### src/rtl/mt_pkg.sv
// Shared definitions for the multi-slave MT drive-status bank.
package mt_pkg;

  localparam int NDRV_MAX = 8;

  // DS image bit positions, MSB first
  localparam int dsATA  = 15;
  localparam int dsERR  = 14;
  localparam int dsPIP  = 13;
  localparam int dsMOL  = 12;
  localparam int dsWRL  = 11;
  localparam int dsEOT  = 10;
  localparam int dsDPR  = 8;
  localparam int dsDRY  = 7;
  localparam int dsSSC  = 6;
  localparam int dsPES  = 5;
  localparam int dsSDWN = 4;
  localparam int dsIDB  = 3;
  localparam int dsTM   = 2;
  localparam int dsBOT  = 1;
  localparam int dsSLA  = 0;

  // Raw status bundle of one slave transport
  typedef struct packed {
    logic pip;
    logic mol;
    logic wrl;
    logic eot;
    logic dpr;
    logic dry;
    logic pes;
    logic idb;
    logic sdwn;
    logic tm;
    logic bot;
  } mt_stat_t;

  // Slave-select width, never narrower than one bit
  function automatic int sel_width(input int n);
    return (n > 1) ? $clog2(n) : 1;
  endfunction

endpackage

### src/rtl/mt_ds_bank_if.sv
// Register-file side of the DS bank: slave select, AS write-1-to-clear, read images.
interface mt_ds_bank_if #(parameter int NDRV = 8);
  localparam int SELW = mt_pkg::sel_width(NDRV);

  logic [SELW-1:0] mtSEL;
  logic            asWR;
  logic [NDRV-1:0] asDATA;
  logic [15:0]     mtDS;
  logic [NDRV-1:0] mtAS;
  logic            mtIRQ;

  modport master (output mtSEL, output asWR, output asDATA,
                  input mtDS, input mtAS, input mtIRQ);
  modport slave  (input mtSEL, input asWR, input asDATA,
                  output mtDS, output mtAS, output mtIRQ);
endinterface

### src/rtl/mt_ds_slave.sv
// Per-slave flag latches and unselected DS image (SSC is filled in by the bank).
module mt_ds_slave
  import mt_pkg::*;
#(
  parameter int ERW = 16
) (
  input  logic           clk,
  input  logic           rst,
  input  logic           clr,
  input  logic           ata_pulse,
  input  mt_stat_t       stat,
  input  logic [ERW-1:0] err_word,
  output logic           ata,
  output logic           sla,
  output logic [15:0]    ds_img
);

  logic last_err_q, last_err_d;
  logic last_mol_q, last_mol_d;
  logic ata_lat_q, ata_lat_d;
  logic sla_lat_q, sla_lat_d;
  logic err_nz;
  logic err_set, sla_set, ata_set;

  // Edge detection and latch next-state; a set always beats a same-cycle clear
  always_comb begin
    err_nz     = |err_word;
    err_set    = err_nz & ~last_err_q;
    sla_set    = stat.mol & ~last_mol_q;
    ata_set    = ata_pulse | err_set | sla_set;
    last_err_d = err_nz;
    last_mol_d = stat.mol;
    ata_lat_d  = ata_set ? 1'b1 : (clr ? 1'b0 : ata_lat_q);
    sla_lat_d  = sla_set ? 1'b1 : (clr ? 1'b0 : sla_lat_q);
  end

  // Flag registers, cleared asynchronously by reset
  always_ff @(posedge clk or negedge rst) begin
    if (!rst) begin
      last_err_q <= 1'b0;
      last_mol_q <= 1'b0;
      ata_lat_q  <= 1'b0;
      sla_lat_q  <= 1'b0;
    end else begin
      last_err_q <= last_err_d;
      last_mol_q <= last_mol_d;
      ata_lat_q  <= ata_lat_d;
      sla_lat_q  <= sla_lat_d;
    end
  end

  assign ata = ata_lat_q;
  assign sla = sla_lat_q;

  // DS image from latches and live status; bits 9 and SSC stay zero here
  always_comb begin
    ds_img         = '0;
    ds_img[dsATA]  = ata_lat_q;
    ds_img[dsERR]  = err_nz;
    ds_img[dsPIP]  = stat.pip;
    ds_img[dsMOL]  = stat.mol;
    ds_img[dsWRL]  = stat.wrl;
    ds_img[dsEOT]  = stat.eot;
    ds_img[dsDPR]  = stat.dpr;
    ds_img[dsDRY]  = stat.dry;
    ds_img[dsPES]  = stat.pes;
    ds_img[dsSDWN] = stat.sdwn;
    ds_img[dsIDB]  = stat.idb;
    ds_img[dsTM]   = stat.tm;
    ds_img[dsBOT]  = stat.bot;
    ds_img[dsSLA]  = sla_lat_q;
  end

endmodule

### src/rtl/mt_ds_bank.sv
// Drive-status bank for NDRV slave transports: DS mux, attention summary, interrupt.
module mt_ds_bank
  import mt_pkg::*;
#(
  parameter int NDRV = 8,
  parameter int ERW  = 16
) (
  input  logic                clk,
  input  logic                rst,
  input  logic                mtINIT,
  input  logic [NDRV-1:0]     mtATA,
  input  logic [NDRV-1:0]     mtPIP,
  input  logic [NDRV-1:0]     mtMOL,
  input  logic [NDRV-1:0]     mtWRL,
  input  logic [NDRV-1:0]     mtEOT,
  input  logic [NDRV-1:0]     mtDPR,
  input  logic [NDRV-1:0]     mtDRY,
  input  logic [NDRV-1:0]     mtPES,
  input  logic [NDRV-1:0]     mtIDB,
  input  logic [NDRV-1:0]     mtSDWN,
  input  logic [NDRV-1:0]     mtTM,
  input  logic [NDRV-1:0]     mtBOT,
  input  logic [NDRV*ERW-1:0] mtER,
  mt_ds_bank_if.slave         bus
);

  localparam int SELW = sel_width(NDRV);
  localparam int NSLV = (NDRV > NDRV_MAX) ? NDRV_MAX : NDRV;

  logic [NDRV-1:0] ata_vec;
  logic [NDRV-1:0] sla_vec;
  logic [15:0]     ds_img [NDRV];
  logic [15:0]     ds_sel;
  logic            ssc;

  for (genvar n = 0; n < NSLV; n++) begin : g_slave
    mt_stat_t stat;
    logic     clr;

    assign stat = {mtPIP[n], mtMOL[n], mtWRL[n], mtEOT[n], mtDPR[n], mtDRY[n],
                   mtPES[n], mtIDB[n], mtSDWN[n], mtTM[n], mtBOT[n]};
    assign clr  = mtINIT | (bus.asWR & bus.asDATA[n]);

    mt_ds_slave #(.ERW(ERW)) u_slave (
      .clk       (clk),
      .rst       (rst),
      .clr       (clr),
      .ata_pulse (mtATA[n]),
      .stat      (stat),
      .err_word  (mtER[n*ERW +: ERW]),
      .ata       (ata_vec[n]),
      .sla       (sla_vec[n]),
      .ds_img    (ds_img[n])
    );
  end

  assign ssc = |sla_vec;

  // Select the addressed slave's image; a nonexistent slave reads as all zero
  always_comb begin
    ds_sel = '0;
    for (int i = 0; i < NSLV; i++) begin
      if (bus.mtSEL == SELW'(i)) begin
        ds_sel        = ds_img[i];
        ds_sel[dsSSC] = ssc;
      end
    end
  end

  assign bus.mtDS  = ds_sel;
  assign bus.mtAS  = ata_vec;
  assign bus.mtIRQ = |ata_vec;

endmodule

### src/flat_wrapper.sv
// flat-port wrapper written by rule: the top's interface ports become plain ports
module mt_ds_bank_flat import mt_pkg::*;
#(
  parameter int NDRV = 8,
  parameter int ERW  = 16
)
  (clk, rst, mtINIT, mtATA, mtPIP, mtMOL, mtWRL, mtEOT, mtDPR, mtDRY, mtPES, mtIDB, mtSDWN, mtTM, mtBOT, mtER, bus_mtSEL, bus_asWR, bus_asDATA, bus_mtDS, bus_mtAS, bus_mtIRQ);
  mt_ds_bank_if #(.NDRV(NDRV)) bus_i ();
  input  logic clk;
  input  logic rst;
  input  logic mtINIT;
  input  logic [NDRV-1:0] mtATA;
  input  logic [NDRV-1:0] mtPIP;
  input  logic [NDRV-1:0] mtMOL;
  input  logic [NDRV-1:0] mtWRL;
  input  logic [NDRV-1:0] mtEOT;
  input  logic [NDRV-1:0] mtDPR;
  input  logic [NDRV-1:0] mtDRY;
  input  logic [NDRV-1:0] mtPES;
  input  logic [NDRV-1:0] mtIDB;
  input  logic [NDRV-1:0] mtSDWN;
  input  logic [NDRV-1:0] mtTM;
  input  logic [NDRV-1:0] mtBOT;
  input  logic [NDRV*ERW-1:0] mtER;
  input wire logic [$bits(bus_i.mtSEL)-1:0] bus_mtSEL;
  input wire logic [$bits(bus_i.asWR)-1:0] bus_asWR;
  input wire logic [$bits(bus_i.asDATA)-1:0] bus_asDATA;
  output wire logic [$bits(bus_i.mtDS)-1:0] bus_mtDS;
  output wire logic [$bits(bus_i.mtAS)-1:0] bus_mtAS;
  output wire logic [$bits(bus_i.mtIRQ)-1:0] bus_mtIRQ;
  assign bus_i.mtSEL = bus_mtSEL;
  assign bus_i.asWR = bus_asWR;
  assign bus_i.asDATA = bus_asDATA;
  assign bus_mtDS = bus_i.mtDS;
  assign bus_mtAS = bus_i.mtAS;
  assign bus_mtIRQ = bus_i.mtIRQ;
  mt_ds_bank #(.NDRV(NDRV), .ERW(ERW)) u_core (.clk(clk), .rst(rst), .mtINIT(mtINIT), .mtATA(mtATA), .mtPIP(mtPIP), .mtMOL(mtMOL), .mtWRL(mtWRL), .mtEOT(mtEOT), .mtDPR(mtDPR), .mtDRY(mtDRY), .mtPES(mtPES), .mtIDB(mtIDB), .mtSDWN(mtSDWN), .mtTM(mtTM), .mtBOT(mtBOT), .mtER(mtER), .bus(bus_i));
endmodule
### config.mk
export PLATFORM = sky130hd
export DESIGN_NAME = mt_ds_bank_flat
export DESIGN_NICKNAME = d
export VERILOG_FILES = /design/src/rtl/mt_pkg.sv /design/src/rtl/mt_ds_bank_if.sv /design/src/rtl/mt_ds_slave.sv /design/src/rtl/mt_ds_bank.sv /design/src/flat_wrapper.sv
export SDC_FILE = /design/constraint.sdc
export NUM_CORES = 1
export LEC_CHECK = 0
export BUFFER_PORTS_ARGS = -buffer_cell sky130_fd_sc_hd__buf_4
export CORE_AREA = 4 4 99 101
export CTS_BUF_LIST = sky130_fd_sc_hd__clkbuf_4 sky130_fd_sc_hd__clkbuf_8
export DETAILED_ROUTE_END_ITERATION = 6
export DIE_AREA = 0 0 103 105
export HOLD_SLACK_MARGIN = 0.08
export PLACE_DENSITY = 0.67
export SLEW_MARGIN = 20
export SYNTH_ARGS = -nofsm -noshare
export SYNTH_HDL_FRONTEND = slang
export SYNTH_SLANG_ARGS = --single-unit
export TNS_END_PERCENT = 1
### constraint.sdc
create_clock -name clk -period 1.9 [get_ports clk]
set_input_delay 0.285 -clock clk [delete_from_list [all_inputs] [get_ports clk]]
set_output_delay 0.285 -clock clk [all_outputs]
set_load 0.01 [all_outputs]
== After elaboration in Yosys (flattened, before gate mapping) ==
Cells that the tools add are included.

* Input port bits: 239
* Logic and storage cells: 162
* Output and inout bits: 25
* Register bits after elaboration: 32

* Bitwise gates (word level): 64
* Reductions and logical operators: 27
* Equality and inequality tests: 7
* Multiplexer cells: 32

{| class="wikitable"
|+ Operators by type and width
! cell !! number
|-
| two-way mux 16 bit || 8
|-
| OR reduction 16 bit || 8
|-
| nonzero test 2 bit || 16
|-
| bitwise AND 1 bit || 24
|-
| two-way mux 1 bit || 24
|-
| OR 1 bit || 24
|-
| inverter 1 bit || 16
|-
| OR reduction 8 bit || 2
|-
| equality test 3 bit (second input constant) || 4
|-
| equality test 3 x 2 -> 1 bit (second input constant) || 2
|-
| equality test 3 x 1 -> 1 bit (second input constant) || 1
|-
| logical NOT 3 bit || 1
|}

== Logic depth before layout (Yosys ltp) ==
Gate-level depths: netlist (run 1).

* Depth after elaboration: 9
* Mapped depth: 7
* Gate-level depth less buffers: 4

== By module ==
A second synthesis (run 1) with hierarchy kept.

* Cells, all modules: 441
* Area, all modules: 3771.1 µm²

{| class="wikitable"
|+ Modules (own cells, without submodules)
! module !! area each (µm²) !! cells an instance !! seq. area each (µm²) !! times used
|-
| mt_ds_slave || 305.3 || 31 || 100.1 || 8
|-
| mt_ds_bank || 1328.8 || 193 || 0.0 || 1
|}

== Least setup slack after synthesis (run 1) ==
Ideal clock, no wire load.

* Kind: input port to output port
* Start point: in bus_mtSEL[0]
* End point: out bus_mtDS[11]
* Path buffers: 2
* Arrival: 1.353 ns
* Slack: 0.262 ns
* Cell stages on the path: 6
* Path through: buf_6 -> nor2b_1 -> buf_2 -> a221o_1 -> a21oi_1 -> a311oi_1

* Word-level cells in the longest chain between the ends: 9
* Elaborated cells between the ends (all ways): 16
* Classes of those cells: eq/ne: 7; mux: 8; reduce/logical: 1

{| class="wikitable"
|+ RTL lines
! item !! line !! text
|-
| start, declared || flat_wrapper.sv:25 || <nowiki>input wire logic [$bits(bus_i.mtSEL)-1:0] bus_mtSEL;</nowiki>
|-
| logical NOT 3 bit || mt_ds_bank.sv:63 || <nowiki>if (bus.mtSEL == SELW'(i)) begin</nowiki>
|-
| two-way mux 16 bit (7 in a row) || mt_ds_bank.sv:63 ||
|-
| two-way mux 16 bit (*) || mt_ds_bank.sv:63 ||
|-
| end, declared || flat_wrapper.sv:28 || <nowiki>output wire logic [$bits(bus_i.mtDS)-1:0] bus_mtDS;</nowiki>
|}

Every way passes the cells marked *; elsewhere a longest branch is shown, timed or not.

== Worst setup path in the final report (run 1) ==
* Start point: reg u_core.g_slave[0].u_slave.ata_lat_q
* End point: out bus_mtDS[15]

* Word-level cells in the longest chain between the ends: 8

{| class="wikitable"
|+ RTL lines
! item !! line !! text
|-
| start, declared || mt_ds_slave.sv:20 || <nowiki>logic ata_lat_q, ata_lat_d;</nowiki>
|-
| start signal, assigned || mt_ds_slave.sv:47 || <nowiki>ata_lat_q <= ata_lat_d;</nowiki>
|-
| two-way mux 16 bit (8 in a row) || mt_ds_bank.sv:63 ||
|}

Every way passes these cells.

==> impl_results.md, run 1 <==
* YS warnings at 0
* Dpl hpwl at approximately 9700 microns
* Maximum vdd ir drop at between 0.0003 and 0.0004 V
* Total CTS buffers at 5
* Mapped cell area at approximately 0.0025 sq mm
* Final Power at around 2.3 mW
* Die width at 103 microns
* Die height at 105 microns
* Full die area at ~0.011 sq mm
* Clk root buf: clkbuf_8
* Initial Util at 27.8%
* Core area at 0.00902 sq mm
* Arr. time, crit path at 1.65 ns
* Synth unique cells at 34
* Min Tclk post-route at a little under 2 ns
* Maxcap violations at 0
* DR vias/cell at slightly above 5
* Min-Delay Path Class: input pin to flop
* Outcome: finished with violations
* Synth area leader: dfrtp_1
* Antenna violations before repair at 0
* Startpoint types: flop
* Kind of critical path: flop to output pin
* Top cell type's share of synthesized area at between 30% and 40%
* Synth cell count leaders: 36 x nor4_1, 33 x mux2i_1, 32 x dfrtp_1, 25 x a21oi_1, 17 x inv_1
* Failing checks: setup timing
* Sink Count at 32
* CP required at approximately 1.6 ns
* IO buf count at 262
* Area grow syn2layout at 90.1%
* Cell chain of the critical path: mux2_4 -> a221o_1 -> a21oi_1 -> a311oi_1 -> buf_4
* Fin worst setup slack at -0.0329 ns
* Most instantiated library cell after synthesis: nor4_1
* Cell Pwr Density at approximately 480 mW/mm^2
* Vias in the first global route at ~3500
* Top cells by area, synth: dfrtp_1 32%, mux2i_1 13%, nor4_1 9.0%
* Routed Antenna Nets at 0
* Period utilization at 102%
* Fin. max-slew vios at 0
* Clk_lat worst skew at ~0.28 ns
* Routability cong. at roughly 0.8
* Initial DRC count at around 110
* Synthesized net count at between 500 and 600
* Placed inst area at between 0.004 and 0.005 sq mm
* Site Rows at 35
* Final wirelength at around 11000 microns
* Routed WL per cell at 17.4 microns
* Residual DRC count at 0
* Clk_skew at about 0.0035 ns
* Seq/Total Area, Yosys at 32.0%
* Critical-path top delay cell: dfrtp_1
* H-tree depth at 2
* Top FF cell, synth: dfrtp_1
* Cell count after synthesis at about 280
* Layout cells sized above 1 at 56.2%
* Filler instances at between 800 and 900
* Peak Freq at just over 500 MHz
* Maximum net fanout on the critical path at 2
* CTS clk-pin slew, worst paths at about 0.070 ns
* TritonCTS clock tree: done
* Placed cell count at ~640
* Layout Cells excl Fill at 647
* Ys async rst share at 100%
* FF+latch count, synth at 32
* Global Route Usage Sum at between 10% and 20%
* Lkg Pwr at roughly 2.4 nW
* Ant diodes at 0
* RSZ-0062 raised after global routing: yes
* Gr ovfl total at 0
* Top-level I/O count at about 260
* Hold WS at between 0.1 and 0.15 ns
* First-pass GRT wire length at 16600 microns
* CP Capture Type: output pin
* Slowest cell delay on critical path at about 0.40 ns
* Drt pass-1 iters at 4
* Final Setup Violations at 1
* Vias at roughly 3300
* EDFF count, synth at 0
* Syn avg cell area at roughly 9 sq um
* Hold Violations, Final at 0
* Clock Path Buffers at 2
* Largest net degree at the start of global routing at 37
* Design area at roughly 0.0048 sq mm
* Nets at between 700 and 800
## what timing repair did
item | in CTS | in global routing
hold endpoints to repair | 32 | 0
setup buffers | 1 | 0
endpoints found under the setup margin | 1 | 8
hold buffers | 1 | 0
pin swaps | 0 | 1
gates resized for setup | 1 | 11
## worst max-delay path: cells and delay by family (launching register included)
| family | cells | cell delay [ns] |
|---|---|---|
| buf+inv | 1 | 0.17 |
| mux | 1 | 0.28 |
| compound gates | 3 | 0.51 |
| flops | 1 | 0.40 |
## metal layers
metal | GRT usage (%) | wire length (microns)
met5 | 0 | 0
met1 | 24.6 | 4400
met2 | 34.6 | 5730
met3 | 3.47 | 1050
met4 | 2.78 | 60
## report_power, final
group          total, mW  internal (mW)  switching (mW)
Clock              0.706          0.462           0.243
Combinational      0.856          0.530           0.326
Sequential         0.748          0.717          0.0308
Total               2.31           1.71           0.600
## area by class of cell
cell class	count	area (sq um)	area share, %
Timing Repair Buffer	278	2110	44.2
Multi-Input combinational cell	200	1530	32.0
Sequential cell	32	801	16.8
Tap cell	111	139	2.91
Clock buffer	7	96.3	2.02
Inverter	18	67.6	1.42
Clock inverter	1	30.0	0.630
## cells in the final DEF, fill, tap and decap left out, types with 3 or more instances in the layout
master and count:
a21o_1 6, a21oi_1 24, a221o_1 10, a22o_1 8, a311oi_1 4, a41oi_1 6
buf_4 275, clkbuf_8 7, dfrtp_1 32, inv_1 17, mux2_4 3, mux2i_1 33
nand2_1 16, nand4_1 9, nor2_1 9, nor4_1 30, nor4_2 6, o221ai_1 8
o2bb2ai_1 8
## worst paths after layout
check                                                          start                                    to  slack, ns  depth (start not counted)
min in group asynchronous                                        rst         u_core.g_slave[0].u_slave.sla       0.50                          2
worst max-delay path                   u_core.g_slave[0].u_slave.ata                          bus_mtDS[15]      -0.03                          5
worst max register to register         u_core.g_slave[0].u_slave.ata         u_core.g_slave[0].u_slave.ata       0.80                          3
worst min register to register  u_core.g_slave[3].u_slave.last_err_q         u_core.g_slave[3].u_slave.ata       0.43                          1
worst min-delay path                                        mtMOL[2]  u_core.g_slave[2].u_slave.last_mol_q       0.14                          1
max in group asynchronous                                        rst         u_core.g_slave[4].u_slave.sla       1.11                          2
## per-stage QoR
step / util [%] / setup TNS (ns) / setup slack, ns
detailed placement: 50.6 / 0 / 0.0227
global placement: 50.6 / 0 / 0.0406
floorplan: - / 0 / 0.262
CTS: 52.2 / -0.0109 / -0.0109
finish: 52.8 / -0.0329 / -0.0329
global route: 52.8 / -0.169 / -0.115
## state kept, by name (all words and copies together) (netlist names)
| name | flops |
|---|---|
| u_core.g_slave.u_slave.last_err_q | 8 |
| u_core.g_slave.u_slave.sla | 8 |
| u_core.g_slave.u_slave.ata | 8 |
| u_core.g_slave.u_slave.last_mol_q | 8 |
## logic make-up after synthesis
logic type / share of synthesized area (%)
buffers and inverters: 9.44
and+or+nand+nor: 16.4
AOI/OAI and AO/OA: 25.5
muxes: 16.6
DFF: 32.0
other: 0.150
No activity file was read; power rests on OpenSTA's default activity.
==> run 2: changes to the inputs <==
--- a/config.mk
+++ b/config.mk
@@ -10,6 +10,7 @@
 export CTS_BUF_LIST = sky130_fd_sc_hd__clkbuf_4 sky130_fd_sc_hd__clkbuf_8
 export DETAILED_ROUTE_END_ITERATION = 6
 export DIE_AREA = 0 0 103 105
+export GPL_TIMING_DRIVEN = 0
 export HOLD_SLACK_MARGIN = 0.08
 export PLACE_DENSITY = 0.67
 export SLEW_MARGIN = 20
==> impl_results.md, run 2 (synthesis gave the netlist of run 1 again) <==
* Outcome: finished with violations
* Failing checks: setup timing
* Slowest cell delay on critical path at 0.39 ns (about the same)
* Full die area at 0.0108 sq mm (unchanged)
* Routed WL per cell at 17.9 microns (+3.3%)
* Clock share of power at 25.6% (-5.0 points)
* Clk_skew at 0.00240 ns (-0.00106 ns)
* Routed Antenna Nets at 0 (unchanged)
* RSZ-0062 raised after global routing: yes
* Worst-margin pin slew at 0.571 ns
* Critical R2R Capture: u_core.g_slave[0].u_slave.ata
* CP required at 1.62 ns (about the same)
* Peak Freq at 511 MHz (-1.2%)
* Dpl hpwl at 10100 microns (+4.3%)
* Register-to-register setup slack at 0.82 ns (+0.02 ns)
* Lkg Pwr at 2.38 nW (-0.33%)
* Gr ovfl total at 0 (unchanged)
* Die width at 103 microns (unchanged)
* H-tree depth at 2 (unchanged)
* IO buf count at 258 (-1.5%)
* Combinational Power Share at 40.0% (+2.9 points)
* Pre-CTS setup slack at -0.178 ns (-0.201 ns)
* Hold Path Origin: mtMOL[7]
* Vias in the first global route at 3508 (+1.5%)
* Antenna violations before repair at 0 (unchanged)
* Initial DRC count at 131 (+16%)
* Top-level I/O count at 264 (unchanged)
* Period utilization at 103% (+1.3 points)
* Maximum vdd ir drop at 0.000282 V (-10%)
* Kind of critical path: flop to output pin
* DR vias/cell at 5.12 (-0.30%)
* Most common cell after layout, fill and taps aside: buf_4
* Area grow syn2layout at 89.1%
* Core area at 0.00902 sq mm (unchanged)
* Die height at 105 microns (unchanged)
* Final Power at 2.18 mW (-5.7%)
* Min-Delay Path Class: input pin to flop
* Reg power frac at 34.4% (+2.0 points)
* Commonest cells after routing, fill and taps aside: 272 x buf_4, 36 x nor4_1, 33 x mux2i_1, 32 x dfrtp_1, 24 x a21oi_1
* GR peak layer: met2
* Sw Share at 28.2% (+2.2 points)
* Internal power at 1.56 mW (-8.6%)
* Routability cong. at 0.814 (+1.3%)
* Worst rel slew slack at 61.9%
* Vias at 3357 (+1.1%)
* Fin worst setup slack at -0.0567 ns (-0.0238 ns)
* Startpoint types: flop
* Final Setup Violations at 1 (unchanged)
* Hold Violations, Final at 0 (unchanged)
* Min Tclk post-route at 1.96 ns (+0.0238 ns)
* R2R depth at 3 (unchanged)
* Cell Pwr Density at 459 mW/mm^2 (-5.2%)
* WHS Path Cells at 1 (unchanged)
* Layout Cells excl Fill at 656 (+1.4%)
* Ant diodes at 0 (unchanged)
* Site Rows at 35 (unchanged)
* TritonCTS clock tree: done
* GR Util met2 at 36.3% (+1.6 points)
* CTS clk-pin slew, worst paths at 0.07 ns (about the same)
* Placed cell count at 645 (+1.3%)
* Cell chain of the critical path: mux2_4 -> a221o_1 -> a21oi_1 -> a311oi_1 -> buf_4
* Nets at 783 (+1.2%)
* Clk_lat worst skew at 0.28 ns (about the same)
* Drt pass-1 iters at 4 (unchanged)
* Sink Count at 32 (unchanged)
* Residual DRC count at 0 (unchanged)
* CP Capture Type: output pin
* Endpoint of the worst hold path: u_core.g_slave[7].u_slave.last_mol_q
* Arr. time, crit path at 1.67 ns (+0.02 ns)
* Initial Util at 27.8% (unchanged)
* Maxcap violations at 0 (unchanged)
* R2r startpoint: u_core.g_slave[0].u_slave.ata
* Net Sw Power at 0.614 mW (+2.4%)
* Clk root buf: clkbuf_8
* Maximum net fanout on the critical path at 2 (unchanged)
* Layout cells sized above 1 at 54.7% (-1.5 points)
* Fin. max-slew vios at 0 (unchanged)
* Critical-path top delay cell: dfrtp_1
* First-pass GRT wire length at 16900 microns (+2.1%)
* Clock Path Buffers at 2 (unchanged)
* Routing usage on met3 at 4.27% (+0.80 points)
* Total CTS buffers at 5 (unchanged)
* Final wirelength at 11800 microns (+4.7%)
* Global Route Usage Sum at 20.3% (+0.86 points)
* Met1 Use GR at 24.8% (+0.24 points)
* Largest net degree at the start of global routing at 33 (-11%)
==> run 2: changes by cell type in the layout (fill, tap and decap cells not counted), moves of 2 or more <==
| cell | previous run | this run |
|---|---|---|
| buf_6 | 1 | 5 |
| nor4_2 | 6 | 0 |
| clkinvlp_4 | 0 | 2 |
| buf_4 | 275 | 272 |
| nor4_1 | 30 | 36 |
| buf_2 | 0 | 3 |
| clkbuf_1 | 0 | 6 |
==> run 2: through the flow <==
step / hold WS [ns] / area [sq um] / TNS, ns / util (%)
after floorplan: -0.0106 / 2510 / 0 / -
after global placement: 0.240 / 4580 / -0.194 / 50.8
after detailed placement: 0.245 / 4580 / -0.178 / 50.8
after CTS: 0.127 / 4720 / -0.0316 / 52.3
after global routing: 0.124 / 4740 / -0.148 / 52.5
final: 0.135 / 4740 / -0.0567 / 52.5
==> run 2: layer usage <==
layer	share of wire [%]	wire length (microns)
met1	38	4490
met2	51	5980
met3	10	1190
met4	0.94	111
met5	0	0
==> run 2: layout make-up <==
class	count	area, sq um
fillers	834	4280
well taps	111	139
multi-input cells	200	1490
flip-flops and latches	32	801
plain buffers	26	184
clock buffers	7	90.1
clock inverters	1	7.51
repair buffers	261	1960
inverters	18	71.3
==> run 2: worst max-delay path: cells and delay by family, from the launching register on <==
kind	cells	cell delay (ns)
compound gates	3	0.54
flops	1	0.39
mux	1	0.27
buf+inv	1	0.18
==> run 2: worst max path at each step <==
stage / start / end / slack, ns
floorplan: bus_mtSEL[0] / bus_mtDS[11] / 0.26
global placement: bus_mtSEL[0] / bus_mtDS[14] / -0.19
detailed placement: bus_mtSEL[0] / bus_mtDS[14] / -0.18
CTS: u_core.g_slave[0].u_slave.ata / bus_mtDS[15] / -0.03
global route: u_core.g_slave[0].u_slave.ata / bus_mtDS[15] / -0.10
finish: u_core.g_slave[0].u_slave.ata / bus_mtDS[15] / -0.06
==> run 2: timing repair <==
item	CTS	global route
cloned	0	0
setup buffers	2	0
hold buffers	1	0
gates resized for setup	4	7
endpoints found under the hold margin	32	0
endpoints found under the setup margin	2	9
pin swaps	0	0
==> run 2: power groups by stage <==
stage | sequential (mW) | clock [mW] | combinational (mW)
3_3_place_gp | 0.764 | 0 | 0.846
2_1_floorplan | 0.750 | 0 | 0.311
4_1_cts | 0.750 | 0.572 | 0.873
3_5_place_dp | 0.764 | 0 | 0.857
6_report | 0.749 | 0.557 | 0.870
5_1_grt | 0.753 | 0.599 | 0.938
==> run 3: changes to the inputs <==
--- a/config.mk
+++ b/config.mk
@@ -13,6 +13,7 @@
 export GPL_TIMING_DRIVEN = 0
 export HOLD_SLACK_MARGIN = 0.08
 export PLACE_DENSITY = 0.67
+export SETUP_SLACK_MARGIN = 0.02
 export SLEW_MARGIN = 20
 export SYNTH_ARGS = -nofsm -noshare
 export SYNTH_HDL_FRONTEND = slang
==> constraint.sdc (replaced) <==
create_clock -name clk -period 1.9 [get_ports clk]
set_input_delay 0.285 -clock clk [delete_from_list [all_inputs] [get_ports clk]]
set_output_delay 0.285 -clock clk [all_outputs]
set_load 0.005 [all_outputs]
==> impl_results.md, run 3 (synthesis gave the netlist of run 1 again) <==
* R2R depth at 3 (unchanged)
* RSZ-0062 raised after global routing: yes
* Period utilization at 102% (-0.83 points)
* R2r startpoint: u_core.g_slave[0].u_slave.ata
* Routed WL per cell at 18.0 microns (+0.24%)
* Worst rel slew slack at 63.9% (+2.0 points)
* Final wirelength at 11800 microns (+0.24%)
* Design area at 0.00476 sq mm (+0.40%)
* Min-Delay Path Class: input pin to flop
* Placed inst area at 0.00458 sq mm (unchanged)
* Clk_skew at 0.00340 ns (+0.000997 ns)
* Final Setup Violations at 1 (unchanged)
* Failing checks: setup timing
* Peak Freq at 515 MHz (+0.81%)
* Internal power at 1.56 mW (about the same)
* Arr. time, crit path at 1.66 ns (about the same)
* Worst-margin pin slew at 0.541 ns (-0.0299 ns)
* Site Rows at 35 (unchanged)
* First-pass GRT wire length at 16900 microns (unchanged)
* Vias in the first global route at 3508 (unchanged)
* Drt pass-1 iters at 4 (unchanged)
* Sink Count at 32 (unchanged)
* Core area at 0.00902 sq mm (unchanged)
* Ant diodes at 0 (unchanged)
* Endpoint of the worst hold path: u_core.g_slave[7].u_slave.last_mol_q
* Routed Antenna Nets at 0 (unchanged)
* TritonCTS clock tree: done
* Finished Core Util at 52.7% (+0.21 points)
* Cell Pwr Density at 453 mW/mm^2 (-1.3%)
* Register-to-register setup slack at 0.82 ns (about the same)
* Hold WS at 0.137 ns (+0.00148 ns)
* CP Capture Type: output pin
* Initial DRC count at 99 (-24%)
* Vias at 3365 (+0.24%)
* Final Power at 2.16 mW (-0.89%)
* Die height at 105 microns (unchanged)
* Full die area at 0.0108 sq mm (unchanged)
* Reg power frac at 34.7% (+0.3 points)
* Combinational Power Share at 39.5% (-0.5 points)
* Sw Share at 27.6% (-0.66 points)
* Antenna violations before repair at 0 (unchanged)
* Largest net degree at the start of global routing at 33 (unchanged)
* Global Route Usage Sum at 20.3% (unchanged)
* Nets at 783 (unchanged)
* Routability cong. at 0.814 (unchanged)
* Layout cells sized above 1 at 55.2% (+0.55 points)
* Most common cell after layout, fill and taps aside: buf_4
* IO buf count at 258 (unchanged)
* Die width at 103 microns (unchanged)
* H-tree depth at 2 (unchanged)
* CP required at 1.62 ns (about the same)
* Total CTS buffers at 5 (unchanged)
* Hold Path Origin: mtMOL[7]
* Dpl hpwl at 10100 microns (unchanged)
* Residual DRC count at 0 (unchanged)
* DR vias/cell at 5.13 (+0.24%)
* Clock Path Buffers at 2 (unchanged)
* Fin worst setup slack at -0.0410 ns (+0.0157 ns)
* Clock share of power at 25.7% (about the same)
* Maximum vdd ir drop at 0.000278 V (-1.3%)
* Critical R2R Capture: u_core.g_slave[0].u_slave.ata
* WHS Path Cells at 1 (unchanged)
* Min Tclk post-route at 1.94 ns (-0.0157 ns)
* Initial Util at 27.8% (unchanged)
* Lkg Pwr at 2.39 nW (+0.23%)
* CTS clk-pin slew, worst paths at 0.07 ns (about the same)
* Filler instances at 835 (+0.12%)
* Outcome: finished with violations
* Clk_lat worst skew at 0.28 ns (about the same)
* Startpoint types: flop
* Area grow syn2layout at 89.9%
* Maxcap violations at 0 (unchanged)
* Clk root buf: clkbuf_8
* Gr ovfl total at 0 (unchanged)
* Kind of critical path: flop to output pin
* Fin. max-slew vios at 0 (unchanged)
* Hold Violations, Final at 0 (unchanged)
* Commonest cells after routing, fill and taps aside: 272 x buf_4, 35 x nor4_1, 33 x mux2i_1, 32 x dfrtp_1, 24 x a21oi_1
* Top-level I/O count at 264 (unchanged)
* Net Sw Power at 0.595 mW (-3.2%)
* Maximum net fanout on the critical path at 2 (unchanged)
-- run 3: cell count changes in the layout (fill, tap and decap cells not counted) --
cell / change
nor4_2: +1
a41oi_1: -1
buf_8: +1
clkbuf_2: +1
clkbuf_1: -1
buf_6: -1
a41oi_2: +1
nor4_1: -1
-- run 3: power groups by stage --
stage,Clock [mW],Combinational [mW],Sequential (mW)
2_1_floorplan,0,0.290,0.750
3_3_place_gp,0,0.825,0.764
3_5_place_dp,0,0.835,0.764
4_1_cts,0.572,0.853,0.750
5_1_grt,0.599,0.920,0.753
6_report,0.555,0.853,0.750
-- run 3: timing repair --
item | CTS | global route
gates resized for setup | 6 | 10
endpoints found under the hold margin | 32 | 0
setup endpoints to repair | 4 | 8
hold buffers | 1 | 0
buffers inserted | 2 | 0
pin swaps | 0 | 1
-- run 3: through the flow --
stage,TNS (ns),cells,setup WS [ns]
floorplan,0,276,0.307
global placement,-0.185,645,-0.185
detailed placement,-0.170,645,-0.170
CTS,-0.0234,656,-0.0234
global route,-0.109,656,-0.0929
finish,-0.0410,656,-0.0410
-- run 3: critical path, cell delays in order, from the launching register on --
cell      delay [ns]
dfrtp_1         0.39
mux2_4          0.27
a221o_1         0.32
a21oi_1         0.14
a311oi_1        0.08
buf_4           0.18
-- run 3: final cells by class --
type / count / area (sq um) / area share, %
multi-input cells: 200 / 1500 / 31.5
plain buffers: 26 / 189 / 3.97
clock inverters: 1 / 7.51 / 0.158
inverters: 18 / 71.3 / 1.50
flip-flops and latches: 32 / 801 / 16.8
clock buffers: 7 / 90.1 / 1.89
repair buffers: 261 / 1960 / 41.2
well taps: 111 / 139 / 2.92
-- run 3: metal layers --
| metal | vias up | routed length, microns | global-route usage, % |
|---|---|---|---|
| li1 | 1628 | - | - |
| met1 | 1564 | 4550 | 24.8 |
| met2 | 166 | 6020 | 36.3 |
| met3 | 7 | 1130 | 4.27 |
| met4 | 0 | 95 | 3.70 |
| met5 | - | 0 | 0 |
-- run 3: how the worst max path moves through the flow --
stage,startpoint,end,slack (ns),depth (start not counted)
after floorplan,bus_mtSEL[2],bus_mtDS[8],0.31,5
after global placement,bus_mtSEL[0],bus_mtDS[14],-0.19,8
after detailed placement,bus_mtSEL[0],bus_mtDS[14],-0.17,8
after CTS,u_core.g_slave[0].u_slave.ata,bus_mtDS[15],-0.02,5
after global routing,u_core.g_slave[0].u_slave.ata,bus_mtDS[15],-0.09,5
final,u_core.g_slave[0].u_slave.ata,bus_mtDS[15],-0.04,5
